--- config.mk ---
export PLATFORM = sky130hd
export DESIGN_NAME = fetch_prefetch_flat
export DESIGN_NICKNAME = d
export VERILOG_FILES = /design/src/rtl/fetch_prefetch_if.sv /design/src/rtl/fetch_prefetch.sv /design/src/flat_wrapper.sv
export SDC_FILE = /design/constraint.sdc
export NUM_CORES = 1
export LEC_CHECK = 0
export ABC_CLOCK_PERIOD_IN_PS = 7000
export CELL_PAD_IN_SITES_DETAIL_PLACEMENT = 1
export CELL_PAD_IN_SITES_GLOBAL_PLACEMENT = 1
export CORE_MARGIN = 5
export CORE_UTILIZATION = 44
export DETAILED_ROUTE_END_ITERATION = 8
export PLACE_DENSITY_LB_ADDON = 0.1
export SYNTH_ARGS = -nofsm -noshare
export SYNTH_HDL_FRONTEND = slang
export SYNTH_SLANG_ARGS = --single-unit
--- constraint.sdc ---
create_clock -name clk -period 7 [get_ports clk]
set_input_delay 1.4 -clock clk [delete_from_list [all_inputs] [get_ports clk]]
set_output_delay 1.4 -clock clk [all_outputs]
set_load 0.1 [all_outputs]
--- src/rtl/fetch_prefetch_if.sv ---
// Bus bundle between the fetch front end, the instruction memory port and decode.
// The master side is the fetch unit: it drives memory requests and the decode-facing
// head entry; the slave side is the environment (memory + decode).
interface fetch_prefetch_if #(
    parameter int XLEN = 64
);
    logic            mem_req_valid;
    logic            mem_req_ready;
    logic [XLEN-1:0] mem_req_addr;
    logic            mem_resp_valid;
    logic [31:0]     mem_resp_data;
    logic            mem_resp_err;
    logic            out_valid;
    logic            out_ready;
    logic [31:0]     out_inst;
    logic [XLEN-1:0] out_pc;
    logic            out_err;

    modport master (
        output mem_req_valid, mem_req_addr,
        input  mem_req_ready,
        input  mem_resp_valid, mem_resp_data, mem_resp_err,
        output out_valid, out_inst, out_pc, out_err,
        input  out_ready
    );

    modport slave (
        input  mem_req_valid, mem_req_addr,
        output mem_req_ready,
        output mem_resp_valid, mem_resp_data, mem_resp_err,
        input  out_valid, out_inst, out_pc, out_err,
        output out_ready
    );
endinterface

--- src/rtl/fetch_prefetch.sv ---
// Instruction fetch front end: pipelined in-order requests to instruction memory,
// responses buffered in a small FIFO toward decode. A redirect flushes the FIFO and
// drops the responses still in flight by counting them off.
module fetch_prefetch #(
    parameter int              XLEN      = 64,
    parameter int              DEPTH     = 4,
    parameter int              MAX_OUTST = 2,
    parameter logic [XLEN-1:0] RESET_PC  = XLEN'(64'h1000)
) (
    input  logic              clk,
    input  logic              rst,
    input  logic              trap_en,
    input  logic [XLEN-1:0]   trap_pc,
    input  logic              bj_en,
    input  logic [XLEN-1:0]   bj_pc,
    fetch_prefetch_if.master  bus,
    output logic              busy
);
    localparam int CW = $clog2(DEPTH + 1);
    localparam int IW = $clog2(MAX_OUTST + 1);
    localparam int PW = $clog2(DEPTH);
    localparam int SW = $clog2(DEPTH + MAX_OUTST + 1) + 1;

    typedef struct packed {
        logic [31:0]     inst;
        logic [XLEN-1:0] pc;
        logic            err;
    } entry_t;

    entry_t          fifo_mem [DEPTH];
    logic [PW-1:0]   rd_ptr, wr_ptr;
    logic [CW-1:0]   count;
    logic [IW-1:0]   inflight, discard;
    logic            err_halt;
    logic [XLEN-1:0] fetch_pc, resp_pc;

    logic            redirect;
    logic [XLEN-1:0] target;
    logic            credit_ok;
    logic            fire, push, pop;
    entry_t          head;

    // Redirect decode, issue credit, handshakes and the decode-facing head view.
    always_comb begin
        // NOTE: every signal gets a default at the top of the block so no path leaves
        // one unassigned, which would otherwise infer a latch.
        redirect  = trap_en | bj_en;
        target    = trap_en ? trap_pc : bj_pc;
        // Slots already owed to non-discarded in-flight responses count as used, so a
        // returning response always finds room in the FIFO.
        credit_ok = (SW'(count) + SW'(inflight) - SW'(discard)) < SW'(DEPTH);

        bus.mem_req_valid = !rst && !redirect && !err_halt &&
                            (inflight < IW'(MAX_OUTST)) && credit_ok;
        bus.mem_req_addr  = fetch_pc;
        fire = bus.mem_req_valid && bus.mem_req_ready;
        push = !rst && !redirect && bus.mem_resp_valid && (discard == '0);

        head          = fifo_mem[rd_ptr];
        bus.out_valid = (count != '0) && !redirect;
        bus.out_inst  = (count != '0) ? head.inst : '0;
        bus.out_pc    = (count != '0) ? head.pc   : '0;
        bus.out_err   = (count != '0) ? head.err  : 1'b0;
        pop  = bus.out_valid && bus.out_ready;

        busy = (inflight != '0);
    end

    // FIFO storage write on accepted responses.
    always_ff @(posedge clk) begin
        // NOTE: the storage array has no reset; count gates every read, so stale
        // contents are never visible and the array can map onto plain RAM.
        if (push) begin
            fifo_mem[wr_ptr] <= '{inst: bus.mem_resp_data, pc: resp_pc, err: bus.mem_resp_err};
        end
    end

    // Control state: PCs, FIFO pointers, in-flight and discard counters, error halt.
    always_ff @(posedge clk) begin
        // NOTE: non-blocking assignments throughout, so every register samples the
        // pre-edge values regardless of statement order.
        if (rst) begin
            fetch_pc <= RESET_PC;
            resp_pc  <= RESET_PC;
            rd_ptr   <= '0;
            wr_ptr   <= '0;
            count    <= '0;
            inflight <= '0;
            discard  <= '0;
            err_halt <= 1'b0;
        end else if (redirect) begin
            // Flush and restart; everything still in flight after this edge is stale.
            fetch_pc <= target;
            resp_pc  <= target;
            rd_ptr   <= '0;
            wr_ptr   <= '0;
            count    <= '0;
            inflight <= inflight - IW'(bus.mem_resp_valid);
            discard  <= inflight - IW'(bus.mem_resp_valid);
            err_halt <= 1'b0;
        end else begin
            if (fire) begin
                fetch_pc <= fetch_pc + XLEN'(4);
            end
            inflight <= inflight + IW'(fire) - IW'(bus.mem_resp_valid);
            if (bus.mem_resp_valid && (discard != '0)) begin
                discard <= discard - IW'(1);
            end
            if (push) begin
                wr_ptr  <= wr_ptr + PW'(1);
                resp_pc <= resp_pc + XLEN'(4);
                if (bus.mem_resp_err) begin
                    err_halt <= 1'b1;
                end
            end
            if (pop) begin
                rd_ptr <= rd_ptr + PW'(1);
            end
            count <= count + CW'(push) - CW'(pop);
        end
    end
endmodule
--- src/flat_wrapper.sv ---
// flat-port wrapper written by rule: the top's interface ports become plain ports
module fetch_prefetch_flat 
#(
    parameter int              XLEN      = 64,
    parameter int              DEPTH     = 4,
    parameter int              MAX_OUTST = 2,
    parameter logic [XLEN-1:0] RESET_PC  = XLEN'(64'h1000)
)
  (clk, rst, trap_en, trap_pc, bj_en, bj_pc, busy, bus_mem_req_valid, bus_mem_req_addr, bus_mem_req_ready, bus_mem_resp_valid, bus_mem_resp_data, bus_mem_resp_err, bus_out_valid, bus_out_inst, bus_out_pc, bus_out_err, bus_out_ready);
  fetch_prefetch_if #(.XLEN(XLEN)) bus_i ();
  input  logic clk;
  input  logic rst;
  input  logic trap_en;
  input  logic [XLEN-1:0] trap_pc;
  input  logic bj_en;
  input  logic [XLEN-1:0] bj_pc;
  output logic busy;
  output wire logic [$bits(bus_i.mem_req_valid)-1:0] bus_mem_req_valid;
  output wire logic [$bits(bus_i.mem_req_addr)-1:0] bus_mem_req_addr;
  input wire logic [$bits(bus_i.mem_req_ready)-1:0] bus_mem_req_ready;
  input wire logic [$bits(bus_i.mem_resp_valid)-1:0] bus_mem_resp_valid;
  input wire logic [$bits(bus_i.mem_resp_data)-1:0] bus_mem_resp_data;
  input wire logic [$bits(bus_i.mem_resp_err)-1:0] bus_mem_resp_err;
  output wire logic [$bits(bus_i.out_valid)-1:0] bus_out_valid;
  output wire logic [$bits(bus_i.out_inst)-1:0] bus_out_inst;
  output wire logic [$bits(bus_i.out_pc)-1:0] bus_out_pc;
  output wire logic [$bits(bus_i.out_err)-1:0] bus_out_err;
  input wire logic [$bits(bus_i.out_ready)-1:0] bus_out_ready;
  assign bus_mem_req_valid = bus_i.mem_req_valid;
  assign bus_mem_req_addr = bus_i.mem_req_addr;
  assign bus_i.mem_req_ready = bus_mem_req_ready;
  assign bus_i.mem_resp_valid = bus_mem_resp_valid;
  assign bus_i.mem_resp_data = bus_mem_resp_data;
  assign bus_i.mem_resp_err = bus_mem_resp_err;
  assign bus_out_valid = bus_i.out_valid;
  assign bus_out_inst = bus_i.out_inst;
  assign bus_out_pc = bus_i.out_pc;
  assign bus_out_err = bus_i.out_err;
  assign bus_i.out_ready = bus_out_ready;
  fetch_prefetch #(.XLEN(XLEN), .DEPTH(DEPTH), .MAX_OUTST(MAX_OUTST), .RESET_PC(RESET_PC)) u_core (.clk(clk), .rst(rst), .trap_en(trap_en), .trap_pc(trap_pc), .bj_en(bj_en), .bj_pc(bj_pc), .bus(bus_i), .busy(busy));
endmodule
==> results.sh <==
export IMPL_status="finished, final reports clean"
export IMPL_drt_iter0_markers=1451
export IMPL_worst_slew_pin_slew_ns=1.21
export IMPL_synth_area_leaders="edfxtp_1 49%, dfxtp_1 12%, mux4_2 9.1%, a21oi_1 3.4%, nand2_1 2.9%"
export IMPL_remaining_drc_errors=0
export IMPL_cts_hold_buf=0
export IMPL_finalPower_mw=7.35
export IMPL_post_cts_resize_count=0
export IMPL_coreArea_um2=53900
export IMPL_synth_ff_type="edfxtp_1"
export IMPL_finalHoldViolCount=0
export IMPL_vias=18000
export IMPL_finalSetupViolations=0
export IMPL_ys_ff_latch=528
export IMPL_slew_violations=0
export IMPL_gp_congestion=0.914
export IMPL_htreeDepth=2
export IMPL_peakVddDrop_mv=0.186
export IMPL_place_ws_ns=2.17
export IMPL_r2r_start="u_core.inflight[1]"
export IMPL_grt_pass1_vias=18800
export IMPL_critPathArrivalTime_ns=3.91
export IMPL_clk_transition_reported_paths_ns=0.06
export IMPL_clkLatencyLatePin_ns=0.62
export IMPL_ys_warn_count=0
export IMPL_syn_area_um2=24000
export IMPL_min_period_ns=5.31
export IMPL_grt_start_max_net_pins=90
export IMPL_dp_hpwl_um=54400
export IMPL_finalCritPeriodShare_pct=75.9
export IMPL_ant_nets=0
export IMPL_clkSinkCount=528
export IMPL_layout_drive_gt1_share_pct=11.1
export IMPL_yosys_top_cells_count="388 x edfxtp_1, 183 x nand2_1, 161 x a21oi_1, 140 x dfxtp_1, 139 x nor2_1"
export IMPL_hp_class="register to register"
export IMPL_syn_nets=2142
export IMPL_root_buffer="clkbuf_16"
export IMPL_fin_ws_ns=1.69
export IMPL_io_pins=332
export IMPL_drt_vias_per_instance=6.01
export IMPL_fin_area_um2=29900
export IMPL_synth_cell_types=72
export IMPL_synth_edf_count=388
export IMPL_syn_to_final_growth_pct=24.6
export IMPL_clock_path_buffers=3
export IMPL_yosysSeqAreaShare_pct=60.2
export IMPL_synth_top_cell_area_share_pct=48.6
export IMPL_grt_pass1_wl_um=118000
export IMPL_p_leak_nw=9.46
export IMPL_grt_ovfl_total=0
export IMPL_worst_setup_path_start_kind="register"
export IMPL_placed_area_um2=28000
export IMPL_firstDrtPassIters=5
export IMPL_dp_cells=2897
export IMPL_totalWireLength_um=78200
export IMPL_crit_path_end_kind="output pin"
export IMPL_crit_type="register to output pin"
export IMPL_die_area_um2=59300
export IMPL_synth_top_area_cell="edfxtp_1"
export IMPL_instances_no_fill=3000
export IMPL_max_slew_margin_rel_pct=18.6
export IMPL_fin_util_pct=55.4
export IMPL_r2r_end="u_core.bus.mem_req_addr[30]"
export IMPL_whs_ns=0.533
export IMPL_ys_async_sr_fraction_pct=0
export IMPL_chipWidth_um=244
export IMPL_crit_fanout=45
export IMPL_die_y_um=244
export IMPL_start_util_pct=44.5
export IMPL_syn_inst=1958
export IMPL_skew_ns=0.0217
export IMPL_fp_row_count=85
export IMPL_worst_r2r_cell_count=10
export IMPL_p_per_area_nw_per_um2=246
export IMPL_rrSetupSlack_ns=2.95
export IMPL_num_nets_final=2442
export IMPL_fmax_mhz=188
export IMPL_cts_tree="yes"
export IMPL_cp_required_ns=5.60
export IMPL_antenna_found_initial=1
export IMPL_grt_usage_pct=25.6
export IMPL_n_antenna_cell=0
export IMPL_synth_area_per_cell_um2=12.3
export IMPL_io_buffers=331
export IMPL_cts_setup_buffers=0
export IMPL_grt_setup_unrepaired="false"
export IMPL_wl_per_cell_um=26.1
export IMPL_drv_cap=0
export IMPL_numCtsBuffers=55
export IMPL_crit_end="bus_out_pc[59]"
export IMPL_synthMostInstantiatedCell="edfxtp_1"
export IMPL_totalNegativeSetupSlack_ns=0
## report_power, final
part	internal (mW)	switching, mW	leakage [nW]
combinational	0.236	0.468	3.84
clock	1.86	1.26	0.928
sequential	3.42	0.104	4.69
## flip-flops by register name (all words and copies together) (netlist names), named ones only
register,cells
u_core.fifo_mem,388
u_core.resp_pc,64
u_core.bus.mem_req_addr,62
u_core.discard,2
u_core.inflight,2
u_core.err_halt,1
u_core.rd_ptr,2
u_core.wr_ptr,2
u_core.count,3
## critical path, stage by stage (launching register included)
cell and delay [ns]:
dfxtp_4 0.94, buf_4 0.55, mux4_2 0.59, nor2b_1 0.15, clkdlybuf4s50_1 0.99
## area by class of cell
cell class / count / area, um^2
fill: 5464 / 24000
sequential: 528 / 14500
multi-input combinational: 1269 / 8900
timing repair buffer: 359 / 3550
clock buffer: 70 / 1460
tap: 696 / 871
clock inverter: 33 / 475
inverter: 45 / 169
## layout by cell type, fill, tap and decap left out, drive strengths merged, types with 17 or more instances in the layout
cell and count:
nand4 43, mux4 97, nor3 51, dfxtp 140
nor2 139, nor4 34, and3 23, nor2b 99
o21ai 90, buf 32, a211oi 56, nand2 184
clkbuf 70, clkinv 17, o31ai 22, nand3 81
inv 45, clkdlybuf4s50 327, a21oi 161, edfxtp 388
## routing by layer
metal  wire length [um]  vias up  part of all wire [%]  track usage [%]
met1              33800     9131                    43             36.1
met5                  0        -                     0                0
met2              36700      677                    47             41.1
met3               5430      120                   6.9             4.38
met4               2290        0                   2.9             7.90
li1                   -     8094                     -                -
## kinds of logic after synthesis
| family | share of synthesized area [%] |
|---|---|
| and+or+nand+nor | 15.1 |
| xor gates and xnor gates | 0.621 |
| buffers and inverters | 2.77 |
| adders and majority gates | 0.897 |
| AOI/OAI and AO/OA | 10.8 |
| DFF | 60.2 |
| muxes | 9.61 |
## worst min-delay path by stage
stage,startpoint,end,slack (ns),cells past startpoint
after global routing,u_core.wr_ptr[1],u_core.wr_ptr[1],0.55,2
after CTS,u_core.wr_ptr[1],u_core.wr_ptr[1],0.52,2
after detailed placement,u_core.wr_ptr[1],u_core.wr_ptr[1],0.51,2
after global placement,u_core.wr_ptr[1],u_core.wr_ptr[1],0.49,2
after floorplan,u_core.resp_pc[23],u_core.fifo_mem[0][24],0.46,0
final,u_core.wr_ptr[1],u_core.wr_ptr[1],0.53,2
Note: power is estimated with default switching activity, not from simulation.
